===== config.mk =====
export PLATFORM = sky130hd
export DESIGN_NAME = mult_seq_param_flat
export DESIGN_NICKNAME = d
export VERILOG_FILES = /design/src/rtl/mult_seq_param_if.sv /design/src/rtl/mult_seq_param.sv /design/src/flat_wrapper.sv
export SDC_FILE = /design/constraint.sdc
export NUM_CORES = 1
export LEC_CHECK = 0
export ABC_AREA = 1
export ABC_CLOCK_PERIOD_IN_PS = 3200
export CAP_MARGIN = 0
export CORE_UTILIZATION = 55
export CTS_BUF_LIST = sky130_fd_sc_hd__clkbuf_16
export CTS_CLUSTER_DIAMETER = 200
export DETAILED_ROUTE_END_ITERATION = 10
export MAX_ROUTING_LAYER = met4
export PLACE_DENSITY_LB_ADDON = 0.1
export SLEW_MARGIN = 10
export SYNTH_ARGS = -nofsm -noshare
export SYNTH_HDL_FRONTEND = slang
export SYNTH_SLANG_ARGS = --single-unit

===== constraint.sdc =====
create_clock -name clk -period 3.2 [get_ports clk]
set_clock_uncertainty 0.1 [all_clocks]
set_input_delay 0.64 -clock clk [delete_from_list [all_inputs] [get_ports clk]]
set_output_delay 0.64 -clock clk [all_outputs]
set_load 0.05 [all_outputs]

===== src/rtl/mult_seq_param_if.sv =====
// Operand/result bundle for the sequential multiplier.
// The source drives valid/operands; the multiplier returns ready and results.
interface mult_seq_param_if #(
  parameter int WIDTH = 8
);
  logic               valid;
  logic               ready;
  logic               signed_mode;
  logic [WIDTH-1:0]   num_1;
  logic [WIDTH-1:0]   num_2;
  logic               mult_done;
  logic               mult_sign;
  logic [2*WIDTH-1:0] mult_result;

  modport master (
    output valid, signed_mode, num_1, num_2,
    input  ready, mult_done, mult_sign, mult_result
  );

  modport slave (
    input  valid, signed_mode, num_1, num_2,
    output ready, mult_done, mult_sign, mult_result
  );
endinterface


===== src/rtl/mult_seq_param.sv =====
// Parametrised shift-add multiplier, one operation in flight.
// Operands are reduced to magnitudes; the sign is applied on result load.
module mult_seq_param #(
  parameter int WIDTH = 8,
  parameter int CNT_W = $clog2(WIDTH+1)
) (
  input logic           clk,
  input logic           rst,
  mult_seq_param_if.slave bus
);
  localparam int RW = 2*WIDTH;

  typedef enum logic [1:0] {
    IDLE,
    RUN,
    DONE
  } state_t;

  state_t           state_q;
  state_t           state_d;
  logic             ready_c;
  logic             done_c;
  logic [WIDTH-1:0] mag_a;
  logic [WIDTH-1:0] mag_b;
  logic [WIDTH-1:0] abs_1;
  logic [WIDTH-1:0] abs_2;
  logic [RW-1:0]    acc;
  logic [RW-1:0]    acc_nx;
  logic [RW-1:0]    res_q;
  logic [CNT_W-1:0] cnt;
  logic             sign_r;
  logic             sgn_q;
  logic             last;

  // Most negative value negates to itself, which is the right magnitude.
  assign abs_1 = (bus.signed_mode && bus.num_1[WIDTH-1])
               ? -bus.num_1 : bus.num_1;
  assign abs_2 = (bus.signed_mode && bus.num_2[WIDTH-1])
               ? -bus.num_2 : bus.num_2;

  assign acc_nx = mag_b[0]
                ? acc + ({{WIDTH{1'b0}}, mag_a} << cnt)
                : acc;
  assign last   = (cnt == CNT_W'(WIDTH-1));

  always_comb begin
    state_d = state_q;
    ready_c = 1'b0;
    done_c  = 1'b0;
    unique case (state_q)
      IDLE: begin
        ready_c = 1'b1;
        if (bus.valid) state_d = RUN;
      end
      RUN: begin
        if (last) state_d = DONE;
      end
      DONE: begin
        done_c  = 1'b1;
        state_d = IDLE;
      end
      default: state_d = IDLE;
    endcase
  end

  always_ff @(posedge clk or negedge rst) begin
    if (!rst) state_q <= IDLE;
    else      state_q <= state_d;
  end

  always_ff @(posedge clk or negedge rst) begin
    if (!rst) begin
      mag_a  <= '0;
      mag_b  <= '0;
      acc    <= '0;
      cnt    <= '0;
      sign_r <= 1'b0;
      res_q  <= '0;
      sgn_q  <= 1'b0;
    end else begin
      unique case (state_q)
        IDLE: begin
          if (bus.valid) begin
            mag_a  <= abs_1;
            mag_b  <= abs_2;
            sign_r <= bus.signed_mode
                    & (bus.num_1[WIDTH-1] ^ bus.num_2[WIDTH-1]);
            acc    <= '0;
            cnt    <= '0;
          end
        end
        RUN: begin
          acc   <= acc_nx;
          mag_b <= mag_b >> 1;
          cnt   <= cnt + CNT_W'(1);
          // Zero product is always reported positive.
          if (last) begin
            res_q <= acc_nx;
            sgn_q <= sign_r & (acc_nx != '0);
          end
        end
        default: ;
      endcase
    end
  end

  assign bus.ready       = ready_c;
  assign bus.mult_done   = done_c;
  assign bus.mult_result = res_q;
  assign bus.mult_sign   = sgn_q;
endmodule


===== src/flat_wrapper.sv =====
// flat-port wrapper written by rule: the top's interface ports become plain ports
module mult_seq_param_flat 
#(
  parameter int WIDTH = 8,
  parameter int CNT_W = $clog2(WIDTH+1)
)
  (clk, rst, bus_valid, bus_signed_mode, bus_num_1, bus_num_2, bus_ready, bus_mult_done, bus_mult_sign, bus_mult_result);
  mult_seq_param_if #(.WIDTH(WIDTH)) bus_i ();
  input logic clk;
  input logic rst;
  input wire logic [$bits(bus_i.valid)-1:0] bus_valid;
  input wire logic [$bits(bus_i.signed_mode)-1:0] bus_signed_mode;
  input wire logic [$bits(bus_i.num_1)-1:0] bus_num_1;
  input wire logic [$bits(bus_i.num_2)-1:0] bus_num_2;
  output wire logic [$bits(bus_i.ready)-1:0] bus_ready;
  output wire logic [$bits(bus_i.mult_done)-1:0] bus_mult_done;
  output wire logic [$bits(bus_i.mult_sign)-1:0] bus_mult_sign;
  output wire logic [$bits(bus_i.mult_result)-1:0] bus_mult_result;
  assign bus_i.valid = bus_valid;
  assign bus_i.signed_mode = bus_signed_mode;
  assign bus_i.num_1 = bus_num_1;
  assign bus_i.num_2 = bus_num_2;
  assign bus_ready = bus_i.ready;
  assign bus_mult_done = bus_i.mult_done;
  assign bus_mult_sign = bus_i.mult_sign;
  assign bus_mult_result = bus_i.mult_result;
  mult_seq_param #(.WIDTH(WIDTH), .CNT_W(CNT_W)) u_core (.clk(clk), .rst(rst), .bus(bus_i));
endmodule

# Yosys cells after proc, flatten, opt, wreduce, memory -nomap -nowiden
# Cells that the tools add are included.
# word_totals
ff_bits	56
latchBits	0
ram_bits	0
rom_bits	0
inputBits	20
out_inout_bits	19
memories	0
# classes
addsub	4
mul	0
div_mod_pow	0
order_cmp	0
n_eq_ne	5
shift	1
muxes	14
n_bitwise	3
n_reduce_logical	9
# ops
operator	n
two-way mux 16 bit	2
case mux 16 bit (2 select lines)	1
two-way mux 8 bit	3
adder 16 bit	1
negation 8 bit	2
case mux 8 bit (2 select lines)	1
nonzero test 16 bit	1
left shift 8 x 4 -> 16 bit	1
case mux 4 bit (2 select lines)	1
AND reduction 2 bit	4
adder 4 x 1 -> 4 bit (second input constant)	1
== test 4 x 3 -> 1 bit (second input constant)	1
two-way mux 2 bit	2
two-way mux 4 bit	1
case mux 2 bit (2 select lines)	1
bitwise AND 1 bit	2
== test 2 x 1 -> 1 bit (second input constant)	1
== test 2 bit (second input constant)	1
logical AND 1 bit	2
zero test 2 bit	1
two-way mux 1 bit	2
inequality test 2 x 1 -> 1 bit (second input constant)	1
inequality test 2 bit (second input constant)	1
nonzero test 2 bit	1
XOR 1 bit	1

# Logic depth before layout (Yosys ltp)
# Gate-level depths: netlist (run 1).
# logic_depth
ltp_word	5
ltp_mapped	22
depth_no_buf	22

# Worst setup path before layout (run 1)
# No wires, ideal clock.
# synth_path
path_kind	reg-to-reg
from	register u_core.cnt[0]
to	register u_core.sgn_q (netlist: u_core.bus.mult_sign)
setup_time_ps	118
arrival_ps	2459
slack_ps	524
stages_incl_launch_ff	23
path_buffers	1
synth_period_minus_slack_ps	2676
path_cell_list	dfrtp_1 -> buf_6 -> nand2_1 -> nand2_1 -> o21ai_0 -> nor2_1 -> a31oi_1 -> nor2_1 -> ha_1 -> nand2_1 -> inv_1 -> a21oi_1 -> nand2_1 -> nand2_1 -> nand3_1 -> nand2_1 -> nand2_1 -> nor2_1 -> nand2_1 -> nor2_1 -> nand3_1 -> nand2_1 -> nand2_1
# synth_via
elab_chain_cells	5
elab_cells_between_ends	7
classes_between	add/sub (1); eq/ne (1); shift (1); mux (1); bitwise (1); reduce/logical (2)
# synth_lines
item	line	text
start: declaration	mult_seq_param.sv:30	logic [CNT_W-1:0] cnt;
start signal: assignment	mult_seq_param.sv:95	cnt <= cnt + CNT_W'(1);
left shift 8 x 4 -> 16 bit	mult_seq_param.sv:42	? acc + ({{WIDTH{1'b0}}, mag_a} << cnt)
adder 16 bit	mult_seq_param.sv:42	
two-way mux 16 bit	mult_seq_param.sv:42	
nonzero test 16 bit	mult_seq_param.sv:99	sgn_q <= sign_r & (acc_nx != '0);
bitwise AND 1 bit	mult_seq_param.sv:99	
end signal: assignment	mult_seq_param.sv:99	
end: declaration	mult_seq_param.sv:32	logic sgn_q;
# Several ways; a longest one is shown, not always the timed one.
# A chain may end at the register's enable or synchronous reset.

# Final worst setup path (run 1)
# Same ends and word-level chain as after synthesis.

==> results of run 1 <==
layout make-up:
class	instances	area, sq um
multi-input cells	429	2260
clock buffers	5	125
inverters	81	307
flip-flops and latches	56	1400
clock inverters	3	26.3
repair buffers	58	526
fillers	604	2110
well taps	96	120
worst paths after layout:
kind / start / endpoint / slack [ps]
worst max-delay path: u_core.cnt[0]$_DFFE_PN0P_ / u_core.bus.mult_sign$_DFFE_PN0P_ / 190
worst min-delay path: rst / u_core.mag_a[0]$_DFFE_PN0P_ / 160
worst max register to register: u_core.cnt[0]$_DFFE_PN0P_ / u_core.bus.mult_sign$_DFFE_PN0P_ / 190
worst min register to register: u_core.bus.mult_result[1]$_DFFE_PN0P_ / u_core.bus.mult_result[1]$_DFFE_PN0P_ / 390
max in group asynchronous: rst / u_core.acc[10]$_DFFE_PN0P_ / 2170
min in group clk: u_core.bus.mult_result[1]$_DFFE_PN0P_ / u_core.bus.mult_result[1]$_DFFE_PN0P_ / 390
critical path, cell delays in order (launching register included):
cell                      delay (ps)
sky130_fd_sc_hd__dfrtp_2         460
sky130_fd_sc_hd__inv_2           130
sky130_fd_sc_hd__nand2_1         120
sky130_fd_sc_hd__nor3_2          210
sky130_fd_sc_hd__ha_2            270
sky130_fd_sc_hd__fa_1            430
sky130_fd_sc_hd__inv_1            60
sky130_fd_sc_hd__nand2_1          50
sky130_fd_sc_hd__o21ai_2         110
sky130_fd_sc_hd__nand2_1          80
sky130_fd_sc_hd__nor2_1          110
sky130_fd_sc_hd__nand3_1          80
sky130_fd_sc_hd__nor2_1          180
sky130_fd_sc_hd__nand2_1          80
sky130_fd_sc_hd__nor2_1           90
sky130_fd_sc_hd__nand2_1          60
sky130_fd_sc_hd__nor2_1          100
sky130_fd_sc_hd__nand3_1          90
sky130_fd_sc_hd__nand2_1          60
sky130_fd_sc_hd__nand2_1          40
cell usage after synthesis, types with 3 or more instances:
| master | count | area share [%] |
|---|---|---|
| sky130_fd_sc_hd__xor2_1 | 7 | 1.5 |
| sky130_fd_sc_hd__xnor2_1 | 4 | 0.88 |
| sky130_fd_sc_hd__ha_1 | 18 | 5.7 |
| sky130_fd_sc_hd__nor2_1 | 43 | 4.1 |
| sky130_fd_sc_hd__nor3_1 | 7 | 0.88 |
| sky130_fd_sc_hd__a21oi_1 | 13 | 1.6 |
| sky130_fd_sc_hd__nand2_1 | 182 | 17 |
| sky130_fd_sc_hd__buf_2 | 6 | 0.76 |
| sky130_fd_sc_hd__o21ai_0 | 48 | 6.1 |
| sky130_fd_sc_hd__o21ai_1 | 5 | 0.63 |
| sky130_fd_sc_hd__dfrtp_1 | 56 | 35 |
| sky130_fd_sc_hd__a31oi_1 | 4 | 0.63 |
| sky130_fd_sc_hd__inv_1 | 76 | 7.2 |
| sky130_fd_sc_hd__a22oi_1 | 7 | 1.3 |
| sky130_fd_sc_hd__o22ai_1 | 13 | 2.1 |
| sky130_fd_sc_hd__inv_2 | 5 | 0.47 |
| sky130_fd_sc_hd__clkbuf_1 | 5 | 0.47 |
| sky130_fd_sc_hd__o221ai_1 | 3 | 0.66 |
| sky130_fd_sc_hd__buf_6 | 4 | 1.1 |
| sky130_fd_sc_hd__nand3_1 | 58 | 7.3 |
sequential cells by signal (all words and copies together), names as in the netlist:
| register | cells |
|---|---|
| u_core.mag_a | 8 |
| u_core.sign_r | 1 |
| u_core.bus.mult_result | 16 |
| u_core.acc | 16 |
| u_core.mag_b | 8 |
| u_core.bus.mult_sign | 1 |
| u_core.state_q | 2 |
| u_core.cnt | 4 |
cell families (layout without fill, tap and decap cells):
family                     count (synthesis)  count (layout)
AOI/OAI and AO/OA                         99              99
xor gates and xnor gates                  11              11
adders and majority gates                 19              19
buffers and inverters                     97             147
DFF                                       56              56
muxes                                      1               1
and+or+nand+nor                          299             299
per-stage QoR:
step | util, % | cell area, sq um | std cells | setup TNS [ps] | hold slack [ps]
after global routing | 69.3 | 4760 | 728 | 0 | 174
after floorplan | - | 3960 | 582 | 0 | 244
after global placement | 65.1 | 4470 | 716 | 0 | 367
after CTS | 67.4 | 4630 | 724 | 0 | 161
after detailed placement | 65.1 | 4470 | 716 | -15.2 | 365
final | 69.3 | 4760 | 728 | 0 | 159
what timing repair did:
action                     CTS  global route
pin swaps                    0             6
setup buffers                0             4
hold endpoints to repair     0             0
resized for setup            2            37
setup endpoints to repair    1            11
per-layer routing:
layer / GRT usage [%] / vias up / wire (um)
met5: - / - / 0
met4: 8.48 / 0 / 178
met3: 3.24 / 15 / 533
met2: 50.4 / 130 / 4950
met1: 41.1 / 1860 / 4840
li1: - / 1992 / -
==> impl_metrics.prom, run 1 <==
# TYPE chip_impl_metric gauge
chip_impl_metric{name="cts_buffer_depth",unit=""} 2
chip_impl_metric{name="vias",unit=""} 3997
chip_impl_metric{name="post-dp-hpwl",unit="um"} 8170
chip_impl_metric{name="synthesis.area_per_instance",unit="sq um"} 6.80
chip_impl_metric{name="tightestPinTransition",unit="ps"} 804
chip_impl_metric{name="coreArea",unit="sq um"} 6870
chip_impl_metric{name="maxSlewHeadroom",unit="%"} 46.4
chip_impl_metric{name="drt_wirelength",unit="um"} 10500
chip_impl_metric{name="tritoncts.num_buffers",unit=""} 5
chip_impl_metric{name="post_synth_fa_ha_maj_area_fraction",unit="%"} 6.19
chip_impl_metric{name="dieHeight",unit="um"} 86.8
chip_impl_info{name="crit_path_end_kind",value="flip-flop"} 1
chip_impl_metric{name="drt-initial-drc-count",unit=""} 308
chip_impl_metric{name="overflow",unit=""} 0
chip_impl_metric{name="global_route.usage.total",unit="%"} 30.9
chip_impl_metric{name="place_congestion",unit=""} 0.932
chip_impl_metric{name="floorplan.rows",unit=""} 30
chip_impl_metric{name="report.final.slew_viol_count",unit=""} 0
chip_impl_metric{name="nNetsFinal",unit=""} 670
chip_impl_metric{name="cp_data_required_time",unit="ps"} 3290
chip_impl_metric{name="die-area",unit="sq um"} 7540
chip_impl_metric{name="clkTransAtPathRegs",unit="ps"} 80
chip_impl_info{name="mostFrequentLayoutCell",value="sky130_fd_sc_hd__nand2_1"} 1
chip_impl_info{name="clock_tree.root_cell",value="sky130_fd_sc_hd__clkbuf_16"} 1
chip_impl_metric{name="setup_slack",unit="ps"} 187
chip_impl_info{name="critical_path_class",value="flip-flop to flip-flop"} 1
chip_impl_metric{name="fp.dieW",unit="um"} 86.8
chip_impl_metric{name="synth_compound_gate_area_share",unit="%"} 14.2
chip_impl_info{name="cts_tree",value="yes"} 1
chip_impl_metric{name="finalHoldViolCount",unit=""} 0
chip_impl_metric{name="syn_to_final_growth",unit="%"} 20.3
chip_impl_metric{name="mappedNetlistArea",unit="sq um"} 3960
chip_impl_metric{name="antenna_found_initial",unit=""} 0
chip_impl_metric{name="number_of_levels_the_h_tree_was_split_into",unit=""} 2
chip_impl_metric{name="detail-route-antenna-nets",unit=""} 0
chip_impl_metric{name="dp_slack",unit="ps"} -15.2
chip_impl_metric{name="post_synth_edffs",unit=""} 0
chip_impl_metric{name="synthesis.yosys.warnings",unit=""} 0
chip_impl_metric{name="worstPathArrival",unit="ps"} 3100
chip_impl_metric{name="grt_start_max_net_pins",unit=""} 34
chip_impl_metric{name="grt_pass1_vias",unit=""} 3696
chip_impl_metric{name="cts_hold_buffers",unit=""} 0
chip_impl_metric{name="worst_skew_pair_latency",unit="ps"} 300
chip_impl_metric{name="seq_area_frac_synth",unit="%"} 35.4
chip_impl_metric{name="r2r.worst_path.cells",unit=""} 19
chip_impl_metric{name="drtPass1Iterations",unit=""} 6
chip_impl_metric{name="boundaryPins",unit=""} 39
chip_impl_metric{name="worst-path-max-fanout",unit=""} 8
chip_impl_metric{name="synthesis_stage_register_bit_count",unit=""} 56
chip_impl_metric{name="synth_simple_gate_area_share",unit="%"} 31.3
chip_impl_metric{name="synth.distinct_cells",unit=""} 35
chip_impl_metric{name="synthMuxAreaShare",unit="%"} 0.253
chip_impl_metric{name="timing.max_cap.violations",unit=""} 0
chip_impl_info{name="grt_setup_unrepaired",value="no"} 1
chip_impl_metric{name="final-setup-viol-count",unit=""} 0
chip_impl_metric{name="antennaDiodeCount",unit=""} 0
chip_impl_info{name="combinational_family_with_the_most_area_after_synthesis",value="simple AND/OR/NAND/NOR gates"} 1
chip_impl_metric{name="synth_async_sr_flop_share",unit="%"} 100
chip_impl_info{name="final_cell_mix",value="173 x sky130_fd_sc_hd__nand2_1, 74 x sky130_fd_sc_hd__inv_1, 57 x sky130_fd_sc_hd__nand3_1, 54 x sky130_fd_sc_hd__dfrtp_1, 42 x sky130_fd_sc_hd__o21ai_0"} 1
chip_impl_metric{name="place.port_buffers",unit=""} 38
chip_impl_metric{name="route.detailed.vias_per_inst",unit=""} 5.49
chip_impl_metric{name="yosys.area_share.xor_xnor",unit="%"} 2.43
chip_impl_metric{name="grt_pass1_wl",unit="um"} 17400
chip_impl_info{name="prevailing_post_synth_register_cell",value="sky130_fd_sc_hd__dfrtp_1"} 1
chip_impl_metric{name="final_period_minus_worst_setup_slack",unit="ps"} 3010
chip_impl_metric{name="avgRoutedWirePerCell",unit="um"} 14.4
chip_impl_metric{name="fin_crit_sh",unit="%"} 94.1
chip_impl_metric{name="drive_above_1_share",unit="%"} 10.9
chip_impl_info{name="min-delay-path-class",value="input pin to async pin"} 1
chip_impl_metric{name="initial_utilization",unit="%"} 57.6
chip_impl_metric{name="postSynthNetCount",unit=""} 621
chip_impl_info{name="status",value="completed"} 1
chip_impl_metric{name="fmaxAchievable",unit="GHz"} 0.332
chip_impl_info{name="setup.worst_path.start_class",value="flip-flop"} 1
chip_impl_metric{name="drc",unit=""} 0
chip_impl_metric{name="netlist_instances",unit=""} 582
chip_impl_metric{name="cts_sinks",unit=""} 56
Power of run 1 is left out: the tool's default activity adds up to more than one toggle a clock period on the data nets, which glitch-free logic cannot reach.
==> run 2: changes to the inputs <==
--- a/config.mk
+++ b/config.mk
@@ -6,7 +6,7 @@
 export NUM_CORES = 1
 export LEC_CHECK = 0
 export ABC_AREA = 1
-export ABC_CLOCK_PERIOD_IN_PS = 3200
+export ABC_CLOCK_PERIOD_IN_PS = 3400
 export CAP_MARGIN = 0
 export CORE_UTILIZATION = 55
 export CTS_BUF_LIST = sky130_fd_sc_hd__clkbuf_16
==> constraint.sdc (replaced) <==
create_clock -name clk -period 3.4 [get_ports clk]
set_clock_uncertainty 0.1 [all_clocks]
set_input_delay 0.68 -clock clk [delete_from_list [all_inputs] [get_ports clk]]
set_output_delay 0.68 -clock clk [all_outputs]
set_load 0.05 [all_outputs]
==> run 2 against run 1 <==
Maximum frequency shrank 4.9%. Setup slack gained 46 ps. Via count shrank 2.4%. Non-clock buffer count shrank 11. First-iteration DRC count shrank 33%. Count of clock-buffer cells in the layout is the same. Register-to-register slack gained 50 ps. Critical path depth is the same. Final area shrank 2.3%.
==> impl_metrics.prom, run 2 (synthesized netlist as in run 1, its figures left out) <==
# TYPE chip_impl_metric gauge
chip_impl_metric{name="worst-path-max-fanout",unit=""} 10
chip_impl_metric{name="initial_utilization",unit="%"} 57.6
chip_impl_metric{name="worstPathArrival",unit="ps"} 3250
chip_impl_metric{name="setup_slack",unit="ps"} 234
chip_impl_metric{name="detail-route-antenna-nets",unit=""} 0
chip_impl_metric{name="timing.max_cap.violations",unit=""} 0
chip_impl_metric{name="global_route.usage.total",unit="%"} 31.4
chip_impl_info{name="final_cell_mix",value="182 x sky130_fd_sc_hd__nand2_1, 75 x sky130_fd_sc_hd__inv_1, 58 x sky130_fd_sc_hd__nand3_1, 54 x sky130_fd_sc_hd__dfrtp_1, 44 x sky130_fd_sc_hd__o21ai_0"} 1
chip_impl_metric{name="cts_sinks",unit=""} 56
chip_impl_metric{name="boundaryPins",unit=""} 39
chip_impl_metric{name="clkTransAtPathRegs",unit="ps"} 70
chip_impl_metric{name="drive_above_1_share",unit="%"} 5.80
chip_impl_metric{name="nFillCells",unit=""} 620
chip_impl_metric{name="place.port_buffers",unit=""} 38
chip_impl_metric{name="drtPass1Iterations",unit=""} 4
chip_impl_metric{name="cts_hold_buffers",unit=""} 0
chip_impl_metric{name="max_stage_delay",unit="ps"} 500
chip_impl_metric{name="place_congestion",unit=""} 0.987
chip_impl_metric{name="grt_pass1_vias",unit=""} 3618
chip_impl_metric{name="final-setup-viol-count",unit=""} 0
chip_impl_metric{name="syn_to_final_growth",unit="%"} 17.6
chip_impl_info{name="mostFrequentLayoutCell",value="sky130_fd_sc_hd__nand2_1"} 1
chip_impl_metric{name="dieHeight",unit="um"} 86.8
chip_impl_metric{name="coreArea",unit="sq um"} 6870
chip_impl_metric{name="fmaxAchievable",unit="GHz"} 0.316
chip_impl_metric{name="dp_slack",unit="ps"} 82.9
chip_impl_metric{name="finalHoldViolCount",unit=""} 0
chip_impl_metric{name="vias",unit=""} 3903
chip_impl_metric{name="drt_wirelength",unit="um"} 10600
chip_impl_metric{name="r2r.worst_path.cells",unit=""} 19
chip_impl_info{name="min-delay-path-class",value="flip-flop to flip-flop"} 1
chip_impl_metric{name="number_of_levels_the_h_tree_was_split_into",unit=""} 2
chip_impl_info{name="path_cells",value="nor2_1 -> inv_1 -> nor3_1 -> ha_2 -> fa_1 -> inv_1 -> nand2_1 -> o21ai_1 -> nand2_1 -> nor2_1 -> nand3_1 -> nor2_2 -> nand2_1 -> nor2_1 -> nand2_1 -> nor2_1 -> nand3_1 -> nand2_1 -> nand2_1"} 1
chip_impl_metric{name="die-area",unit="sq um"} 7540
chip_impl_metric{name="overflow",unit=""} 0
chip_impl_metric{name="placed_cells",unit=""} 708
chip_impl_metric{name="report.final.slew_viol_count",unit=""} 0
chip_impl_info{name="status",value="completed"} 1
chip_impl_metric{name="maxSlewHeadroom",unit="%"} 46.9
chip_impl_metric{name="antenna_found_initial",unit=""} 0
chip_impl_metric{name="reg2reg_setup_slack",unit="ps"} 230
chip_impl_metric{name="totalNegativeSetupSlack",unit="ps"} 0
chip_impl_info{name="worstHoldStart",value="u_core.bus.mult_result[12]$_DFFE_PN0P_"} 1
chip_impl_metric{name="cts_buffer_depth",unit=""} 2
chip_impl_info{name="min_to",value="u_core.bus.mult_result[12]$_DFFE_PN0P_"} 1
chip_impl_metric{name="drc",unit=""} 0
chip_impl_metric{name="nNetsFinal",unit=""} 659
chip_impl_metric{name="grt_start_max_net_pins",unit=""} 57
chip_impl_info{name="cts_tree",value="yes"} 1
chip_impl_info{name="clock_tree.root_cell",value="sky130_fd_sc_hd__clkbuf_16"} 1
chip_impl_metric{name="drt-initial-drc-count",unit=""} 206
chip_impl_info{name="critical_path.most_common_cell",value="sky130_fd_sc_hd__nand2_1"} 1
chip_impl_metric{name="route.detailed.vias_per_inst",unit=""} 5.44
chip_impl_info{name="regToRegStartpoint",value="u_core.cnt[3]$_DFFE_PN0P_"} 1
chip_impl_metric{name="grt_pass1_wl",unit="um"} 17600
chip_impl_info{name="setup.worst_path.start_class",value="flip-flop"} 1
chip_impl_metric{name="fp.dieW",unit="um"} 86.8
chip_impl_metric{name="tritoncts.num_buffers",unit=""} 5
chip_impl_metric{name="worst_skew_pair_latency",unit="ps"} 290
chip_impl_info{name="timing.rr.end",value="u_core.bus.mult_sign$_DFFE_PN0P_"} 1
chip_impl_metric{name="final_period_minus_worst_setup_slack",unit="ps"} 3170
chip_impl_info{name="slowest_stage",value="sky130_fd_sc_hd__dfrtp_2"} 1
chip_impl_metric{name="antennaDiodeCount",unit=""} 0
chip_impl_metric{name="cp_data_required_time",unit="ps"} 3490
chip_impl_metric{name="hold_path_depth",unit=""} 2
chip_impl_info{name="critical_path_class",value="flip-flop to flip-flop"} 1
chip_impl_metric{name="post-dp-hpwl",unit="um"} 8200
chip_impl_metric{name="tightestPinTransition",unit="ps"} 796
chip_impl_metric{name="floorplan.rows",unit=""} 30
chip_impl_metric{name="fin_cells",unit=""} 717
chip_impl_info{name="grt_setup_unrepaired",value="no"} 1
chip_impl_info{name="crit_path_end_kind",value="flip-flop"} 1
chip_impl_metric{name="fin_crit_sh",unit="%"} 93.1
chip_impl_metric{name="avgRoutedWirePerCell",unit="um"} 14.8
## run 2: cell count changes in the layout (fill, tap and decap cells not counted), sizes merged
cell,delta
bufinv,+3
buf,-11
clkinv,-2
inv,-1
## run 2: final cells by class
class / count / area [sq um] / area share, %
multi-input combinational: 429 / 2170 / 46.6
sequential: 56 / 1400 / 30.2
timing repair buffer: 47 / 443 / 9.51
inverter: 81 / 304 / 6.53
clock buffer: 5 / 125 / 2.69
tap: 96 / 120 / 2.58
clock inverter: 3 / 90.1 / 1.93
## run 2: how the worst max path moves through the flow
stage	startpoint	endpoint	slack, ps	depth (start not counted)
final	u_core.cnt[3]$_DFFE_PN0P_	u_core.bus.mult_sign$_DFFE_PN0P_	230	19
after global routing	u_core.cnt[3]$_DFFE_PN0P_	u_core.bus.mult_sign$_DFFE_PN0P_	3	19
after CTS	u_core.cnt[3]$_DFFE_PN0P_	u_core.bus.mult_sign$_DFFE_PN0P_	9	19
after detailed placement	u_core.cnt[3]$_DFFE_PN0P_	u_core.bus.mult_sign$_DFFE_PN0P_	80	19
after floorplan	u_core.cnt[0]$_DFFE_PN0P_	u_core.bus.mult_sign$_DFFE_PN0P_	720	22
after global placement	u_core.cnt[3]$_DFFE_PN0P_	u_core.bus.mult_sign$_DFFE_PN0P_	120	19
## run 2: metal layers
layer | track usage (%) | share of wire, % | vias to the layer above
met3 | 4.10 | 4.1 | 19
met4 | 8.64 | 2.1 | 0
met5 | - | 0 | -
li1 | - | - | 1972
met2 | 50.4 | 47 | 96
met1 | 41.8 | 47 | 1816
## run 2: worst max-delay path, delay by kind of cell, from the launching register on
family	cells	cell delay [ps]
and+or+nand+nor	14	1430
adders and majority gates	2	660
DFF	1	500
buffers and inverters	2	190
AOI/OAI and AO/OA	1	180
## run 2: through the flow
step | area [sq um] | utilization [%] | hold slack, ps
2_1_floorplan | 3960 | - | 284
3_3_place_gp | 4410 | 64.2 | 365
3_5_place_dp | 4410 | 64.2 | 374
4_1_cts | 4630 | 67.4 | 392
5_1_grt | 4660 | 67.8 | 411
6_report | 4660 | 67.8 | 384
## run 2: what timing repair did
action                                  in CTS  in global routing
endpoints found under the setup margin       0                  9
resized for setup                            0                 12
setup buffers                                0                  1
Power of run 2 is left out for the same reason.
==> run 3: changes to the inputs <==
--- a/config.mk
+++ b/config.mk
@@ -8,7 +8,9 @@
 export ABC_AREA = 1
 export ABC_CLOCK_PERIOD_IN_PS = 3400
 export CAP_MARGIN = 0
-export CORE_UTILIZATION = 55
+export CELL_PAD_IN_SITES_DETAIL_PLACEMENT = 0
+export CELL_PAD_IN_SITES_GLOBAL_PLACEMENT = 1
+export CORE_UTILIZATION = 41
 export CTS_BUF_LIST = sky130_fd_sc_hd__clkbuf_16
 export CTS_CLUSTER_DIAMETER = 200
 export DETAILED_ROUTE_END_ITERATION = 10
==> run 3 against run 2 <==
Via count decreased by 2.2%. Cell count increased by 5.4%. Wire length decreased by 1.2%. Highest routed layer unchanged.
==> impl_metrics.prom, run 3 (synthesized netlist as in run 1, its figures left out) <==
# TYPE chip_impl_metric gauge
chip_impl_metric{name="fp.dieW",unit="um"} 100
chip_impl_metric{name="drt_wirelength",unit="um"} 10500
chip_impl_metric{name="dieHeight",unit="um"} 100
chip_impl_metric{name="route.detailed.vias_per_inst",unit=""} 5.05
chip_impl_info{name="path_cells",value="buf_4 -> nand2_1 -> nand2_1 -> o21ai_1 -> nand2_1 -> o21ai_0 -> nor2_1 -> ha_1 -> nand2_1 -> nand2_1 -> a21oi_2 -> nand2_1 -> nand2_1 -> nand3_1 -> nand2_1 -> nand2_1 -> nor2_1 -> nand2_1 -> nor2_1 -> nand3_1 -> nand2_1 -> nand2_1"} 1
chip_impl_metric{name="post-dp-hpwl",unit="um"} 8370
chip_impl_metric{name="floorplan.rows",unit=""} 35
chip_impl_metric{name="grt_pass1_wl",unit="um"} 17100
chip_impl_metric{name="tightestPinTransition",unit="ps"} 515
chip_impl_metric{name="final-setup-viol-count",unit=""} 0
chip_impl_metric{name="reg2reg_setup_slack",unit="ps"} 310
chip_impl_info{name="min-delay-path-class",value="input pin to async pin"} 1
chip_impl_metric{name="cts_sinks",unit=""} 56
chip_impl_info{name="critical_path_class",value="flip-flop to flip-flop"} 1
chip_impl_info{name="setup.worst_path.start_class",value="flip-flop"} 1
chip_impl_metric{name="cp_data_required_time",unit="ps"} 3480
chip_impl_metric{name="final_period_minus_worst_setup_slack",unit="ps"} 3090
chip_impl_metric{name="worst_skew_pair_latency",unit="ps"} 290
chip_impl_metric{name="syn_to_final_growth",unit="%"} 17.9
chip_impl_metric{name="fin_crit_sh",unit="%"} 90.9
chip_impl_metric{name="maxSlewHeadroom",unit="%"} 65.5
chip_impl_info{name="status",value="completed"} 1
chip_impl_info{name="critical_path.most_common_cell",value="sky130_fd_sc_hd__nand2_1"} 1
chip_impl_metric{name="report.final.slew_viol_count",unit=""} 0
chip_impl_metric{name="clkTransAtPathRegs",unit="ps"} 70
chip_impl_metric{name="drtPass1Iterations",unit=""} 5
chip_impl_metric{name="drt-initial-drc-count",unit=""} 180
chip_impl_metric{name="cp.buffers_inverters",unit=""} 1
chip_impl_metric{name="boundaryPins",unit=""} 39
chip_impl_metric{name="nNetsFinal",unit=""} 665
chip_impl_metric{name="place_congestion",unit=""} 0.904
chip_impl_info{name="final_cell_mix",value="182 x sky130_fd_sc_hd__nand2_1, 76 x sky130_fd_sc_hd__inv_1, 58 x sky130_fd_sc_hd__nand3_1, 55 x sky130_fd_sc_hd__dfrtp_1, 46 x sky130_fd_sc_hd__o21ai_0"} 1
chip_impl_metric{name="initial_utilization",unit="%"} 42.6
chip_impl_metric{name="cts_buffer_depth",unit=""} 2
chip_impl_metric{name="die-area",unit="sq um"} 10100
chip_impl_info{name="grt_setup_unrepaired",value="no"} 1
chip_impl_metric{name="grt_start_max_net_pins",unit=""} 34
chip_impl_metric{name="vias",unit=""} 3819
chip_impl_info{name="cpLargestDelayFamily",value="simple AND/OR/NAND/NOR gates"} 1
chip_impl_metric{name="place.port_buffers",unit=""} 38
chip_impl_info{name="mostFrequentLayoutCell",value="sky130_fd_sc_hd__nand2_1"} 1
chip_impl_metric{name="avgRoutedWirePerCell",unit="um"} 13.8
chip_impl_metric{name="totalNegativeSetupSlack",unit="ps"} 0
chip_impl_metric{name="grt_util_met3",unit="%"} 2.37
chip_impl_metric{name="gr-usage-met2",unit="%"} 29.9
chip_impl_metric{name="global_route.usage.total",unit="%"} 22.5
chip_impl_metric{name="antenna_found_initial",unit=""} 0
chip_impl_info{name="gr-max-usage-layer",value="met1"} 1
chip_impl_metric{name="drive_above_1_share",unit="%"} 6.06
chip_impl_metric{name="antennaDiodeCount",unit=""} 0
chip_impl_metric{name="max_stage_delay",unit="ps"} 450
chip_impl_info{name="cts_tree",value="yes"} 1
chip_impl_metric{name="drc",unit=""} 0
chip_impl_metric{name="coreArea",unit="sq um"} 9280
chip_impl_metric{name="grt.met1_usage",unit="%"} 36.1
chip_impl_metric{name="tritoncts.num_buffers",unit=""} 5
chip_impl_metric{name="worstPathArrival",unit="ps"} 3180
chip_impl_metric{name="timing.max_cap.violations",unit=""} 0
chip_impl_metric{name="nFillCells",unit=""} 985
chip_impl_metric{name="detail-route-antenna-nets",unit=""} 0
chip_impl_metric{name="fmaxAchievable",unit="GHz"} 0.323
chip_impl_info{name="slowest_stage",value="sky130_fd_sc_hd__dfrtp_2"} 1
chip_impl_info{name="clock_tree.root_cell",value="sky130_fd_sc_hd__clkbuf_16"} 1
chip_impl_metric{name="overflow",unit=""} 0
chip_impl_metric{name="number_of_levels_the_h_tree_was_split_into",unit=""} 2
chip_impl_info{name="crit_path_end_kind",value="flip-flop"} 1
chip_impl_metric{name="finalHoldViolCount",unit=""} 0
chip_impl_metric{name="worst-path-max-fanout",unit=""} 8
chip_impl_metric{name="grt_pass1_vias",unit=""} 3428
## run 3: cell types whose count changed in the layout (fill, tap and decap cells not counted), sizes merged
cell | previous run | this run
inv | 81 | 84
buf | 10 | 16
bufinv | 3 | 0
## run 3: through the flow
| stage | util, % | instance area [sq um] | std cells | setup WS [ps] | hold WS [ps] |
|---|---|---|---|---|---|
| after detailed placement | 48.5 | 4500 | 747 | 140 | 364 |
| after global routing | 50.3 | 4670 | 756 | 64.2 | 212 |
| after floorplan | - | 3960 | 582 | 724 | 284 |
| after CTS | 50.0 | 4650 | 755 | 88.2 | 197 |
| after global placement | 48.5 | 4500 | 747 | 201 | 368 |
| final | 50.3 | 4670 | 756 | 308 | 193 |
## run 3: per-layer routing
| metal | share of wire, % | vias to the layer above |
|---|---|---|
| li1 | - | 1983 |
| met1 | 53 | 1738 |
| met2 | 41 | 92 |
| met3 | 4.9 | 6 |
| met4 | 1.0 | 0 |
| met5 | 0 | - |
## run 3: worst paths after layout
| check | start | to | cells past startpoint |
|---|---|---|---|
| hold reg to reg | u_core.bus.mult_result[12]$_DFFE_PN0P_ | u_core.bus.mult_result[12]$_DFFE_PN0P_ | 2 |
| min in group clk | u_core.bus.mult_result[12]$_DFFE_PN0P_ | u_core.bus.mult_result[12]$_DFFE_PN0P_ | 2 |
| max in group asynchronous | rst | u_core.bus.mult_result[1]$_DFFE_PN0P_ | 2 |
| setup reg to reg | u_core.cnt[0]$_DFFE_PN0P_ | u_core.bus.mult_sign$_DFFE_PN0P_ | 22 |
| setup / recovery | u_core.cnt[0]$_DFFE_PN0P_ | u_core.bus.mult_sign$_DFFE_PN0P_ | 22 |
| hold / removal | rst | u_core.acc[12]$_DFFE_PN0P_ | 1 |
## run 3: final cells by class
type / count / area [sq um] / share of cell area [%]
timing repair buffer: 53 / 488 / 10.5
clock inverter: 3 / 21.3 / 0.456
multi-input combinational: 429 / 2160 / 46.4
sequential: 56 / 1400 / 30.1
clock buffer: 5 / 125 / 2.68
tap: 129 / 161 / 3.46
inverter: 81 / 304 / 6.52
## run 3: repair_timing
action                     4_1_cts  5_1_grt
setup endpoints to repair        0        2
hold buffers                     0        0
buffers inserted                 0        1
gates resized for setup          0        7
Power of run 3 is left out for the same reason.
